$ cat src/rtl/ioctl_upload_server_if.sv
// rtl/ioctl_upload_server_if.sv - hps_io upload request and game-RAM read port bundle
interface ioctl_upload_server_if #(
  parameter int MEM_AW = 16
);
  logic              ioctl_upload;
  logic              ioctl_rd;
  logic [24:0]       ioctl_addr;
  logic [7:0]        ioctl_din;
  logic              ioctl_wait;
  logic              mem_rd;
  logic [MEM_AW-1:0] mem_addr;
  logic              mem_ack;
  logic [7:0]        mem_q;

  modport master (
    output ioctl_upload, ioctl_rd, ioctl_addr, mem_ack, mem_q,
    input  ioctl_din, ioctl_wait, mem_rd, mem_addr
  );

  modport slave (
    input  ioctl_upload, ioctl_rd, ioctl_addr, mem_ack, mem_q,
    output ioctl_din, ioctl_wait, mem_rd, mem_addr
  );
endinterface

$ cat src/rtl/ioctl_upload_server.sv
// rtl/ioctl_upload_server.sv - serves HPS upload byte reads from game RAM plus a trailing checksum byte
module ioctl_upload_server #(
  parameter int          DATA_LEN  = 256,
  parameter int          MEM_AW    = 16,
  parameter int unsigned BASE_ADDR = 0,
  parameter int          TIMEOUT   = 1023
) (
  input  logic                  clk_sys,
  input  logic                  reset,
  ioctl_upload_server_if.slave  bus,
  output logic                  busy,
  output logic                  timeout_err
);

  localparam int                TW     = (TIMEOUT < 1) ? 1 : $clog2(TIMEOUT + 1);
  localparam logic [24:0]       LEN25  = 25'(DATA_LEN);
  localparam logic [MEM_AW-1:0] BASE   = MEM_AW'(BASE_ADDR);
  localparam logic [TW-1:0]     TO_MAX = TW'(TIMEOUT);

  typedef enum logic [1:0] {
    S_IDLE,
    S_ARMED,
    S_FETCH
  } state_t;

  state_t            state, state_d;
  logic              upload_q;
  logic [7:0]        din_r, din_d;
  logic              wait_r, wait_d;
  logic              rd_r, rd_d;
  logic [MEM_AW-1:0] addr_r, addr_d;
  logic [7:0]        csum, csum_d;
  logic [TW-1:0]     timer, timer_d;
  logic              terr, terr_d;
  logic              upload_rise;

  assign upload_rise = bus.ioctl_upload & ~upload_q;

  always_ff @(posedge clk_sys) begin
    if (reset) begin
      state    <= S_IDLE;
      upload_q <= 1'b0;
      din_r    <= 8'h00;
      wait_r   <= 1'b0;
      rd_r     <= 1'b0;
      addr_r   <= '0;
      csum     <= 8'h00;
      timer    <= '0;
      terr     <= 1'b0;
    end else begin
      state    <= state_d;
      upload_q <= bus.ioctl_upload;
      din_r    <= din_d;
      wait_r   <= wait_d;
      rd_r     <= rd_d;
      addr_r   <= addr_d;
      csum     <= csum_d;
      timer    <= timer_d;
      terr     <= terr_d;
    end
  end

  always_comb begin
    state_d = state;
    din_d   = din_r;
    wait_d  = wait_r;
    rd_d    = rd_r;
    addr_d  = addr_r;
    csum_d  = csum;
    timer_d = timer;
    terr_d  = terr;

    // Session end wins over everything; din keeps the last served byte.
    if (state != S_IDLE && !bus.ioctl_upload) begin
      state_d = S_IDLE;
      rd_d    = 1'b0;
      wait_d  = 1'b0;
    end else begin
      case (state)
        S_IDLE: begin
          if (upload_rise) begin
            csum_d  = 8'h00;
            terr_d  = 1'b0;
            state_d = S_ARMED;
          end
        end

        S_ARMED: begin
          if (bus.ioctl_rd) begin
            if (bus.ioctl_addr < LEN25) begin
              wait_d  = 1'b1;
              rd_d    = 1'b1;
              addr_d  = BASE + bus.ioctl_addr[MEM_AW-1:0];
              timer_d = '0;
              state_d = S_FETCH;
            end else if (bus.ioctl_addr == LEN25) begin
              din_d = (~csum) + 8'd1;
            end else begin
              din_d = 8'hFF;
            end
          end
        end

        S_FETCH: begin
          // A stray ioctl_rd here is a host protocol error and is ignored.
          if (bus.mem_ack) begin
            din_d   = bus.mem_q;
            csum_d  = csum + bus.mem_q;
            rd_d    = 1'b0;
            wait_d  = 1'b0;
            state_d = S_ARMED;
          end else if (timer == TO_MAX) begin
            din_d   = 8'hFF;
            csum_d  = csum + 8'hFF;
            terr_d  = 1'b1;
            rd_d    = 1'b0;
            wait_d  = 1'b0;
            state_d = S_ARMED;
          end else begin
            timer_d = timer + TW'(1);
          end
        end

        default: begin
          state_d = S_IDLE;
          rd_d    = 1'b0;
          wait_d  = 1'b0;
        end
      endcase
    end
  end

  assign bus.ioctl_din  = din_r;
  assign bus.ioctl_wait = wait_r;
  assign bus.mem_rd     = rd_r;
  assign bus.mem_addr   = addr_r;
  assign busy           = (state != S_IDLE);
  assign timeout_err    = terr;

endmodule
$ cat src/flat_wrapper.sv
// flat-port wrapper written by rule: the top's interface ports become plain ports
module ioctl_upload_server_flat 
#(
  parameter int          DATA_LEN  = 256,
  parameter int          MEM_AW    = 16,
  parameter int unsigned BASE_ADDR = 0,
  parameter int          TIMEOUT   = 1023
)
  (clk_sys, reset, busy, timeout_err, bus_ioctl_upload, bus_ioctl_rd, bus_ioctl_addr, bus_mem_ack, bus_mem_q, bus_ioctl_din, bus_ioctl_wait, bus_mem_rd, bus_mem_addr);
  ioctl_upload_server_if #(.MEM_AW(MEM_AW)) bus_i ();
  input  logic clk_sys;
  input  logic reset;
  output logic busy;
  output logic timeout_err;
  input wire logic [$bits(bus_i.ioctl_upload)-1:0] bus_ioctl_upload;
  input wire logic [$bits(bus_i.ioctl_rd)-1:0] bus_ioctl_rd;
  input wire logic [$bits(bus_i.ioctl_addr)-1:0] bus_ioctl_addr;
  input wire logic [$bits(bus_i.mem_ack)-1:0] bus_mem_ack;
  input wire logic [$bits(bus_i.mem_q)-1:0] bus_mem_q;
  output wire logic [$bits(bus_i.ioctl_din)-1:0] bus_ioctl_din;
  output wire logic [$bits(bus_i.ioctl_wait)-1:0] bus_ioctl_wait;
  output wire logic [$bits(bus_i.mem_rd)-1:0] bus_mem_rd;
  output wire logic [$bits(bus_i.mem_addr)-1:0] bus_mem_addr;
  assign bus_i.ioctl_upload = bus_ioctl_upload;
  assign bus_i.ioctl_rd = bus_ioctl_rd;
  assign bus_i.ioctl_addr = bus_ioctl_addr;
  assign bus_i.mem_ack = bus_mem_ack;
  assign bus_i.mem_q = bus_mem_q;
  assign bus_ioctl_din = bus_i.ioctl_din;
  assign bus_ioctl_wait = bus_i.ioctl_wait;
  assign bus_mem_rd = bus_i.mem_rd;
  assign bus_mem_addr = bus_i.mem_addr;
  ioctl_upload_server #(.DATA_LEN(DATA_LEN), .MEM_AW(MEM_AW), .BASE_ADDR(BASE_ADDR), .TIMEOUT(TIMEOUT)) u_core (.clk_sys(clk_sys), .reset(reset), .bus(bus_i), .busy(busy), .timeout_err(timeout_err));
endmodule
$ cat config.mk
export PLATFORM = sky130hd
export DESIGN_NAME = ioctl_upload_server_flat
export DESIGN_NICKNAME = d
export VERILOG_FILES = /design/src/rtl/ioctl_upload_server_if.sv /design/src/rtl/ioctl_upload_server.sv /design/src/flat_wrapper.sv
export SDC_FILE = /design/constraint.sdc
export NUM_CORES = 1
export LEC_CHECK = 0
export CORE_MARGIN = 4
export CORE_UTILIZATION = 50
export CTS_CLUSTER_DIAMETER = 200
export DETAILED_ROUTE_END_ITERATION = 6
export PLACE_DENSITY = 0.93
export REMOVE_ABC_BUFFERS = 1
export SETUP_SLACK_MARGIN = 0.4
export SYNTH_ARGS = -nofsm -noshare
export SYNTH_HDL_FRONTEND = slang
export SYNTH_SLANG_ARGS = --single-unit
$ cat constraint.sdc
create_clock -name clk_sys -period 2.6 [get_ports clk_sys]
set_input_delay 0.39 -clock clk_sys [delete_from_list [all_inputs] [get_ports clk_sys]]
set_output_delay 0.39 -clock clk_sys [all_outputs]
set_load 0.02 [all_outputs]
==> impl_summary.txt <==
----------------------------------------------------
[Place]
  Cell area after placement ... 3537 um2
  Global placement routability congestion ... 0.9280
  Placed Instances ... 455
  IO Port Bufs ... 65
  DP Wirelength ... 5.783 mm

[Final layout]
  Synthesis-to-finish area growth ... 42.38%
  Fraction of layout instances using a drive strength above 1 ... 17.38%
  Final cell count without fillers ... 467
  Post-route cell area ... 3812 um2
  Net count, final ... 447
  ANT cells ... 0
  Fill cell total of the finished layout ... 344

[STA]
  Portion of the clock cycle consumed by the worst path in the final layout ... 83.63%
  Total negative slack ... 0 ns
  Final Hold Slack ... 0.4747 ns
  RSZ-0062 raised after global routing ... true
  Worst-margin pin slew ... 0.4925 ns
  Maximum clock skew at final layout ... 0.01209 ns
  Max transition margin ... 67.13%
  Number of pins exceeding their max-slew limit in the final report ... 0
  Setup violation total in the final timing report ... 0
  Maximum clock frequency ... 0.4599 GHz
  Post-route minimum period ... 2.174 ns
  Final hold violation count ... 0

[Pwr]
  Largest vdd supply drop ... 0.0005394 V
  Switching share of power ... 33.50%
  Sequential share of power ... 44.1%
  Leakage power ... 0.001441 uW
  Switching Power ... 597.8 uW
  PwrDens ... 468.1 nW/um2
  Clock share of power ... 26.7%
  Fraction of power consumed by combinational cells ... 29.3%
  Cell-internal power ... 1187 uW

[CTS]
  Clock slew at the register clock pins of the worst setup and hold paths ... 0.10 ns
  Number of buffers inserted for hold repair after clock tree synthesis ... 0
  Clock latency of the later-clocked register in the worst-skew pair ... 0.31 ns
  Number of buffers inserted during clock tree synthesis ... 5
  Number of clock sinks ... 47
  H-Tree Level Count ... 2
  Clock root buffer master ... sky130_fd_sc_hd__clkbuf_8
  CTS Buffer Depth ... 2
  Clock tree from TritonCTS ... yes

[Synth]
  Flip-flop and latch count after synthesis ... 47
  Top cells by instance count after synthesis ... sky130_fd_sc_hd__dfxtp_1, sky130_fd_sc_hd__nand2_1, sky130_fd_sc_hd__nor2_1
  Area of the mapped netlist ... 2678 um2
  Cell with the most instances after synthesis ... sky130_fd_sc_hd__dfxtp_1
  Cell types occupying the most area after synthesis ... sky130_fd_sc_hd__dfxtp_1, sky130_fd_sc_hd__ha_1, sky130_fd_sc_hd__mux2i_1, sky130_fd_sc_hd__nand2_1, sky130_fd_sc_hd__nor2_1
  Post-synth cell types ... 60
  Post-synthesis cell count ... 310
  Share of synthesized registers carrying an async set or reset ... 0%
  EDFF count, synth ... 0
  Most frequently used flop master after synthesis ... sky130_fd_sc_hd__dfxtp_1
  Sequential fraction of the synthesis area ... 35.14%
  Warning count from the yosys run ... 0
  Post-synthesis average cell area ... 8.637 um2
  Library cell with the largest summed area after synthesis ... sky130_fd_sc_hd__dfxtp_1
  Share of the synthesized area in the top cell type ... 35.14%

[Worst setup path]
  Critical path capture point ... u_core.csum[7]
  Worst r2r dst ... u_core.csum[6]
  CP Launch Point ... bus_mem_ack
  R2R Setup Slk ... 0.53 ns
  Startpoint of the worst-slack reg-to-reg timing path ... u_core.csum[0]
  Capturing element type of the critical path ... flop
  Nature of the critical path startpoint ... input pin
  Category of the critical setup timing path ... in2reg
  Data required time at the worst endpoint ... 2.83 ns
  Maximum fanout encountered on the critical timing path ... 5
  Number of cells on the worst reg-to-reg path ... 8
  Data arrival time at the worst-slack endpoint ... 2.40 ns

[Detailed routing]
  Average detailed-routed wire length per instance ... 18.37 um
  DR pass1 iterations ... 6
  Residual DRC count ... 0
  Ratio of routed vias to standard cells ... 6.146
  Total wire length after detailed routing ... 8.577 mm
  Vias ... 2870
  Remaining antenna violation count after routing ... 0
  Initial DRC count ... 353

[Floorplanning]
  Number of I/O pins ... 66
  Die width ... 81.18 um
  Die H ... 81.18 um
  Row count ... 26
  Full die area ... 6590 um2
  Core area ... 5140 um2
  Effective utilization at floorplan ... 52.09%

[Global routing]
  GRT Util Overall ... 25.91%
  Via count of the first global-routing pass ... 2871
  GR Overflow Total ... 0
  Met1 usage in global routing ... 29.54%
  Grt met2 use ... 44.91%
  Layer carrying the most global-route usage ... met2
  Largest net degree at the start of global routing ... 34
  First-pass GRT wire length ... 13.36 mm
  Global Route met3 Usage ... 8.426%
  Antenna violations before repair ... 0

[Run]
  Max-capacitance violation count ... 0

[Hold path]
  Classification of the worst-slack hold path ... reg2reg

[Run status]
  Outcome ... complete, no violations

----------------------------------------------------
[layer usage]
metal | part of all wire, % | vias to the layer above
li1 | - | 1336
met1 | 41 | 1362
met2 | 50 | 150
met3 | 7.5 | 22
met4 | 2.3 | 0
met5 | 0 | -
[sequential cells by signal, indices dropped and copies added (netlist names)]
name and cells:
u_core.bus.ioctl_din 8, u_core.bus.mem_addr 16, u_core.bus.mem_rd 1, u_core.csum 8, u_core.state 2, u_core.timeout_err 1
u_core.timer 10, u_core.upload_q 1
[logic make-up (layout without fill, tap and decap cells)]
family	after synthesis	in the layout	share of synthesized area, %
compound gates	73	73	20.98
buf+inv	33	120	5.374
flops	47	47	35.14
fa+ha+maj	13	13	6.355
mux	9	9	3.365
simple gates	126	126	25.84
xor+xnor	9	9	2.944
[what timing repair did]
action	4_1_cts	5_1_grt
setup endpoints to repair	4	16
gates resized for setup	8	25
pin swaps	4	11
gates cloned	1	0
setup buffers	1	2
[how the worst min path moves through the flow]
stage	from	to	slack, ns	depth (start not counted)
after floorplan	u_core.timer[9]	u_core.timer[9]	0.45	2
after global placement	u_core.bus.mem_addr[13]	u_core.bus.mem_addr[13]	0.44	1
after detailed placement	u_core.bus.mem_addr[12]	u_core.bus.mem_addr[12]	0.44	1
after CTS	u_core.bus.mem_addr[12]	u_core.bus.mem_addr[12]	0.48	1
after global routing	u_core.bus.ioctl_din[6]	u_core.bus.ioctl_din[6]	0.50	1
final	u_core.bus.mem_addr[14]	u_core.bus.mem_addr[14]	0.47	1
[cell usage in the layout (no fill, tap or decap), types with 10 or more instances in the layout]
cell type,n
sky130_fd_sc_hd__a21oi_1,10
sky130_fd_sc_hd__buf_4,28
sky130_fd_sc_hd__clkdlybuf4s50_1,60
sky130_fd_sc_hd__dfxtp_1,47
sky130_fd_sc_hd__inv_1,16
sky130_fd_sc_hd__nand2_1,22
sky130_fd_sc_hd__nand3_1,10
sky130_fd_sc_hd__nor2_1,19
sky130_fd_sc_hd__nor3_1,10
[layout make-up]
cell class | instances | area [um2] | area share (%)
clock inverters | 3 | 25.02 | 0.6564
well taps | 70 | 87.58 | 2.297
repair buffers | 95 | 883.3 | 23.17
clock buffers | 5 | 68.82 | 1.805
flip-flops and latches | 47 | 940.9 | 24.68
multi-input cells | 230 | 1743 | 45.72
inverters | 17 | 63.81 | 1.674
[worst max-delay path, cell delays in order]
cell and delay (ns):
sky130_fd_sc_hd__clkdlybuf4s15_1 0.25, sky130_fd_sc_hd__buf_6 0.19, sky130_fd_sc_hd__nand2b_4 0.07, sky130_fd_sc_hd__ha_1 0.31, sky130_fd_sc_hd__a21oi_4 0.17, sky130_fd_sc_hd__o2111ai_2 0.15
sky130_fd_sc_hd__and3_4 0.21, sky130_fd_sc_hd__or4_1 0.50, sky130_fd_sc_hd__a31oi_1 0.16
[power by group through the flow]
| stage | logic [uW] | clock network [uW] | registers, uW |
|---|---|---|---|
| final | 522 | 476 | 787 |
| after detailed placement | 492 | 0 | 800 |
| after global routing | 555 | 511 | 792 |
| after global placement | 478 | 0 | 798 |
| after floorplan | 195 | 0 | 841 |
| after CTS | 499 | 482 | 785 |
[through the flow]
stage | worst slack, ns | total power (uW) | utilization (%)
2_1_floorplan | -0.2035 | 1036 | -
3_3_place_gp | -0.06287 | 1276 | 68.82
3_5_place_dp | -0.1550 | 1292 | 68.82
4_1_cts | 0.3853 | 1766 | 71.18
5_1_grt | 0.3611 | 1857 | 74.17
6_report | 0.4257 | 1784 | 74.17
Note: power is estimated with default switching activity, not from simulation.
